==> src/rtl/op_pipe_pkg.sv <==
// Shared types, parameter limits and width helpers for the op_pipe operand pipeline.
package op_pipe_pkg;

  typedef enum logic [1:0] {
    MODE_ADD = 2'b00,
    MODE_SUB = 2'b01,
    MODE_ACC = 2'b10,
    MODE_CLR = 2'b11
  } mode_e;

  localparam int WIDTH_MIN  = 4;
  localparam int WIDTH_MAX  = 64;
  localparam int CUT_W_MIN  = 1;
  localparam int STAGES_MIN = 1;
  localparam int STAGES_MAX = 4;

  // Packed payload is {res1, res2, cut, comb}.
  function automatic int payload_width(input int width, input int cut_w);
    return 2 * (width + 1) + cut_w + 2 * width;
  endfunction

endpackage

==> src/rtl/op_pipe_stage.sv <==
// One valid/ready register slice of the op_pipe pipeline; holds while stalled, loads when empty or draining.
module op_pipe_stage
  import op_pipe_pkg::*;
#(
  parameter int DW = 8
) (
  input  logic          clk,
  input  logic          rst,
  input  logic          in_valid,
  input  logic [DW-1:0] in_data,
  input  logic          out_ready,
  output logic          out_valid,
  output logic [DW-1:0] out_data
);

  logic load;

  assign load = !out_valid || out_ready;

  always_ff @(posedge clk) begin
    if (rst) begin
      out_valid <= 1'b0;
      out_data  <= '0;
    end else if (load) begin
      out_valid <= in_valid;
      if (in_valid) begin
        out_data <= in_data;
      end
    end
  end

endmodule

==> src/rtl/op_pipe.sv <==
// op_pipe top: accumulator, per-transaction result computation and a STAGES-deep register pipeline.
// Define OP_PIPE_SAT_EN to make the ACC mode saturate instead of wrapping.
module op_pipe
  import op_pipe_pkg::*;
#(
  parameter int          WIDTH     = 32,
  parameter int          CUT_W     = 10,
  parameter int          STAGES    = 2,
  parameter int unsigned CONST_VAL = 32
) (
  input  logic                 clk,
  input  logic                 rst,
  input  logic                 in_valid,
  output logic                 in_ready,
  input  logic [1:0]           mode,
  input  logic [WIDTH-1:0]     op1,
  input  logic [WIDTH-1:0]     op2,
  input  logic [WIDTH-1:0]     op3,
  output logic                 out_valid,
  input  logic                 out_ready,
  output logic [WIDTH:0]       res1,
  output logic [WIDTH:0]       res2,
  output logic [CUT_W-1:0]     cut,
  output logic [2*WIDTH-1:0]   comb,
  output logic [2*WIDTH-1:0]   const_word
);

  localparam int DW = payload_width(WIDTH, CUT_W);
  localparam logic [2*WIDTH-1:0] CONST_WORD = (2*WIDTH)'(CONST_VAL);

  if (WIDTH < WIDTH_MIN || WIDTH > WIDTH_MAX || CUT_W < CUT_W_MIN || CUT_W > WIDTH ||
      STAGES < STAGES_MIN || STAGES > STAGES_MAX) begin : g_bad_param
    $error("op_pipe: parameter out of range");
  end

  mode_e            mode_sel;
  logic             accept;
  logic [WIDTH:0]   acc;
  logic [WIDTH:0]   acc_next;
  logic [WIDTH:0]   res1_d;
  logic [WIDTH:0]   res2_d;
  logic [DW-1:0]    payload;
  logic [STAGES-1:0] stage_vld;
  logic [STAGES:0]   stage_rdy;
  logic [DW-1:0]    stage_data [STAGES];

  assign mode_sel   = mode_e'(mode);
  assign accept     = in_valid && in_ready;
  assign const_word = CONST_WORD;

`ifdef OP_PIPE_SAT_EN
  logic [WIDTH+1:0] acc_sum;

  always_comb begin
    acc_sum  = {1'b0, acc} + {2'b00, op1};
    acc_next = acc_sum[WIDTH+1] ? '1 : acc_sum[WIDTH:0];
  end
`else
  always_comb begin
    acc_next = acc + {1'b0, op1};
  end
`endif

  always_comb begin
    res1_d = '0;
    res2_d = {1'b0, op2} + {1'b0, op3};
    case (mode_sel)
      MODE_ADD: res1_d = {1'b0, op1} + {1'b0, op2};
      MODE_SUB: res1_d = {1'b0, op1} - {1'b0, op2};
      MODE_ACC: res1_d = acc_next;
      default:  res1_d = '0;
    endcase
    payload = {res1_d, res2_d, op1[CUT_W-1:0], op1, op2};
  end

  // The accumulator only moves on an accepted transaction, so a stalled ACC cannot double-count.
  always_ff @(posedge clk) begin
    if (rst) begin
      acc <= '0;
    end else if (accept) begin
      if (mode_sel == MODE_ACC) begin
        acc <= acc_next;
      end else if (mode_sel == MODE_CLR) begin
        acc <= '0;
      end
    end
  end

  // Stage i may load when it is empty or everything downstream of it can move.
  always_comb begin
    stage_rdy         = '0;
    stage_rdy[STAGES] = out_ready;
    for (int i = STAGES - 1; i >= 0; i--) begin
      stage_rdy[i] = !stage_vld[i] || stage_rdy[i+1];
    end
  end

  assign in_ready = stage_rdy[0];

  for (genvar i = 0; i < STAGES; i++) begin : g_stage
    logic          up_valid;
    logic [DW-1:0] up_data;

    if (i == 0) begin : g_head
      assign up_valid = in_valid;
      assign up_data  = payload;
    end else begin : g_link
      assign up_valid = stage_vld[i-1];
      assign up_data  = stage_data[i-1];
    end

    op_pipe_stage #(
      .DW(DW)
    ) u_stage (
      .clk      (clk),
      .rst      (rst),
      .in_valid (up_valid),
      .in_data  (up_data),
      .out_ready(stage_rdy[i+1]),
      .out_valid(stage_vld[i]),
      .out_data (stage_data[i])
    );
  end

  assign out_valid = stage_vld[STAGES-1];
  assign {res1, res2, cut, comb} = stage_data[STAGES-1];

endmodule

==> config.mk <==
export PLATFORM = sky130hd
export DESIGN_NAME = op_pipe
export DESIGN_NICKNAME = d
export VERILOG_FILES = /design/src/rtl/op_pipe_pkg.sv /design/src/rtl/op_pipe_stage.sv /design/src/rtl/op_pipe.sv
export SDC_FILE = /design/constraint.sdc
export NUM_CORES = 1
export LEC_CHECK = 0
export CAP_MARGIN = 20
export CORE_MARGIN = 2
export CORE_UTILIZATION = 48
export CTS_CLUSTER_SIZE = 40
export DETAILED_ROUTE_END_ITERATION = 12
export GPL_ROUTABILITY_DRIVEN = 0
export PLACE_DENSITY = 0.87
export SYNTH_ARGS = -nofsm -noshare
export SYNTH_HDL_FRONTEND = slang
export SYNTH_SLANG_ARGS = --single-unit
==> constraint.sdc <==
create_clock -name clk -period 5 [get_ports clk]
set_clock_uncertainty 0.15 [all_clocks]
set_input_delay 1 -clock clk [delete_from_list [all_inputs] [get_ports clk]]
set_output_delay 1 -clock clk [all_outputs]
set_load 0.02 [all_outputs]
==> results.tsv <==
metric	value	unit
run status	finished, final reports clean	
post-synthesis cell count	2132	
crit end category	flop	
Pwr Density	306	mW/mm2
effective utilization at floorplan	48.6	%
PortBufs	243	
CP Launch Type	input port	
CTS Root Cell	clkbuf_16	
Hold Path Depth	2	
multiplexer share of the synthesized area	0.123	%
Worst-Margin Slew	0.856	ns
Post-Synth Adder-Cell Area	7.83	%
remaining antenna violation count	0	
CTS Buf Count	30	
Yosys cell types	73	
Remaining DRCs	0	
Pwr Total	6.39	mW
Synth top area share	36.3	%
proportion of layout cells with a drive suffix above 1	10.2	%
Final Instance Count excl. Fillers	2914	
ys flop type	dfxtp_1	
vias in the first global route	15988	
Vias	16780	
Seq/Total Area, Yosys	36.3	%
final net count	2646	
FILL cells	2680	
min-delay worst type	reg -> reg	
Max stage delay on crit path	0.46	ns
period utilisation layout	98.7	%
Post-Place Cells	2853	
f_max	0.203	GHz
Static Leak	8.43	nW
Synth area leader	dfxtp_1	
MaxCap Viol Count	0	
Slew Limit Headroom	42.9	%
Initial DRC Count	1688	
Post-Synth Simple-Gate Area	20.6	%
WL/cell	17.9	um
Total GRT Usage	28.2	%
slowest CP cell	or4_4	
Synth Area in Compound Gates	22.6	%
CP arrival	5.18	ns
largest net degree at the start of global routing	126	
clk slew on worst S/H paths	0.06	ns
FF+latch count, synth	295	
Die W	188	um
clk sinks	295	
Area Overhead vs Synth	28.4	%
Clock Path Buffers	3	
DIE AREA	0.0354	mm2
Final Critical Period	4.93	ns
Max FO, Critical Path	4	
H-tree depth	1	
Final Hold Fails	0	
max-slew violation count	0	
DRT Wirelength	52300	um
first-pass GRT wire length	81400	um
first drt pass iteration count	8	
Die Y	188	um
drt via density	5.76	
Worst Setup Path Type	in -> reg	
Reg2Reg Depth	12	
row count	67	
Final setup viols	0	
CTS tree	done	
initial antenna violation count	2	
ordered cell list for the critical path	clkdlybuf4s50_1 > or4_4 > nor4_4 > buf_4 > and3b_2 > nand2_2 > o21ai_2 > xor2_1 > ha_1 > and2_4 > a221o_1 > a21o_1 > a21o_1 > a41oi_2 > o21ai_2 > a21bo_2 > a211o_1 > nand3_1 > a31oi_1	
top area cells in the synthesized netlist	dfxtp_1, nand2_1, a21oi_1	
largest family of logic cells by synthesized area	compound AO/OA/AOI/OAI gates	
post-DP HPWL	38400	um
post-synthesis xor/xnor area fraction	5.65	%
Mapped Avg Cell Area	7.63	um2
Async S/R FF share, synth	0	%
Critical Path RT	5.25	ns
IO Pins	308	
Ys Warns	0	
total grt overflow	0	
Post-synth EDFFs	0	
Worst-Skew Late Latency	0.56	ns
Core Area	0.0334	mm2
Syn Std Cell Area	0.0163	mm2
Peak VDD IR	0.246	mV
## path summary, 6_finish.rpt
check	from	endpoint	slack [ns]
hold reg to reg	g_stage[0].u_stage.out_data[84]	g_stage[1].u_stage.out_data[84]	0.30
setup / recovery	op2[5]	g_stage[0].u_stage.out_data[137]	0.07
setup reg to reg	acc[0]	g_stage[0].u_stage.out_data[139]	1.10
hold / removal	g_stage[0].u_stage.out_data[84]	g_stage[1].u_stage.out_data[84]	0.30
## critical path, delay by kind of cell
family | cells | cell delay [ns]
AND/OR/NAND/NOR | 6 | 1.31
XOR/XNOR | 1 | 0.18
adder cells (fa/ha/maj) | 1 | 0.29
buffers and inverters | 2 | 0.62
AO/OA/AOI/OAI | 9 | 1.80
## logic make-up (layout without fill, tap and decap cells)
logic type	Yosys count	count (layout)
buf+inv	217	488
flops	295	295
simple gates	794	794
mux	2	2
xor+xnor	105	105
other cells	2	65
compound gates	617	617
fa+ha+maj	100	100
## placed cells by master, fill, tap and decap left out, types with 6 or more instances in the layout
cell type / netlist / final
clkbuf_16: 0 / 31
and3_1: 9 / 9
o21ai_0: 72 / 67
nor2b_1: 11 / 10
ha_1: 97 / 97
o211ai_1: 10 / 10
a22oi_1: 6 / 6
a31oi_1: 14 / 14
inv_1: 31 / 31
nand2b_1: 15 / 14
a21oi_1: 332 / 332
nand3b_1: 6 / 6
conb_1: 2 / 64
dfxtp_1: 295 / 295
o31ai_1: 13 / 13
nor2_1: 125 / 125
nand3_1: 19 / 19
o22ai_1: 9 / 9
buf_4: 75 / 157
clkdlybuf4s50_1: 0 / 239
o21a_1: 14 / 14
o21bai_1: 15 / 15
xnor2_1: 65 / 64
nand2_1: 530 / 528
a211oi_1: 31 / 30
a21o_1: 39 / 39
nor3_1: 28 / 28
clkbuf_8: 0 / 7
a211o_1: 8 / 8
xor2_1: 40 / 40
nand4_1: 15 / 15
## through the flow
stage	worst slack, ns	utilization (%)	hold WS (ns)	area [um2]	setup TNS (ns)
4_1_cts	0.00458	62.2	0.301	20800	0
2_1_floorplan	0.0816	-	0.275	16500	0
3_5_place_dp	-0.810	59.0	0.293	19700	-5.25
5_1_grt	-0.0769	62.5	0.316	20900	-0.114
6_report	0.0670	62.5	0.300	20900	0
3_3_place_gp	-0.556	59.0	0.287	19700	-3.25
## cell type report
class | instances | area [um2] | share of cell area, %
Clock inverter | 13 | 155 | 0.743
Multi-Input combinational cell | 1682 | 9600 | 46.0
Timing Repair Buffer | 403 | 3670 | 17.6
Tap cell | 448 | 561 | 2.68
Clock buffer | 40 | 870 | 4.16
Antenna cell | 1 | 2.50 | 0.0120
Inverter | 32 | 120 | 0.575
Sequential cell | 295 | 5910 | 28.3
## sequential cells by signal, summed over array words and instances (netlist names)
| name | count |
|---|---|
| g_stage.u_stage.out_valid | 2 |
| acc | 33 |
| g_stage.u_stage.out_data | 260 |
## report_power, final
group | switching, mW | leakage, nW | total (mW) | internal (mW)
sequential | 0.0703 | 2.41 | 2.54 | 2.47
combinational | 0.880 | 5.52 | 1.53 | 0.652
clock | 0.947 | 0.500 | 2.32 | 1.37
## metal layers
| metal | GRT usage [%] | vias up | part of all wire [%] |
|---|---|---|---|
| li1 | - | 7854 | - |
| met1 | 35.4 | 7766 | 39 |
| met2 | 45.8 | 894 | 45 |
| met3 | 4.49 | 266 | 8.9 |
| met4 | 16.2 | 0 | 6.9 |
| met5 | 0 | - | 0 |
## cells in the mapped netlist (all sizes together) (4+ instances only)
library cell	number
nor2	125
a31o	5
a22oi	6
nor4	6
nand2b	15
o21bai	15
a21oi	332
nor3	28
and2	5
o21a	14
a31oi	14
a221o	5
o22ai	9
a211oi	31
o31ai	13
nor3b	5
o41ai	5
a211o	8
xor2	40
buf	83
nor2b	11
ha	97
or4	4
nand3b	6
inv	31
clkbuf	102
xnor2	65
nand2	531
or2	4
nand4	15
o211ai	10
a21o	39
o21ai	74
nand3	19
and3	9
a21boi	5
dfxtp	295
o221ai	4
or3	5
## what timing repair did
action	in CTS	in global routing
hold buffers	0	0
buffers inserted	3	4
gates resized for setup	11	14
setup endpoints to repair	4	10
pin swaps	12	15
Power figures use the tool's default switching activity.
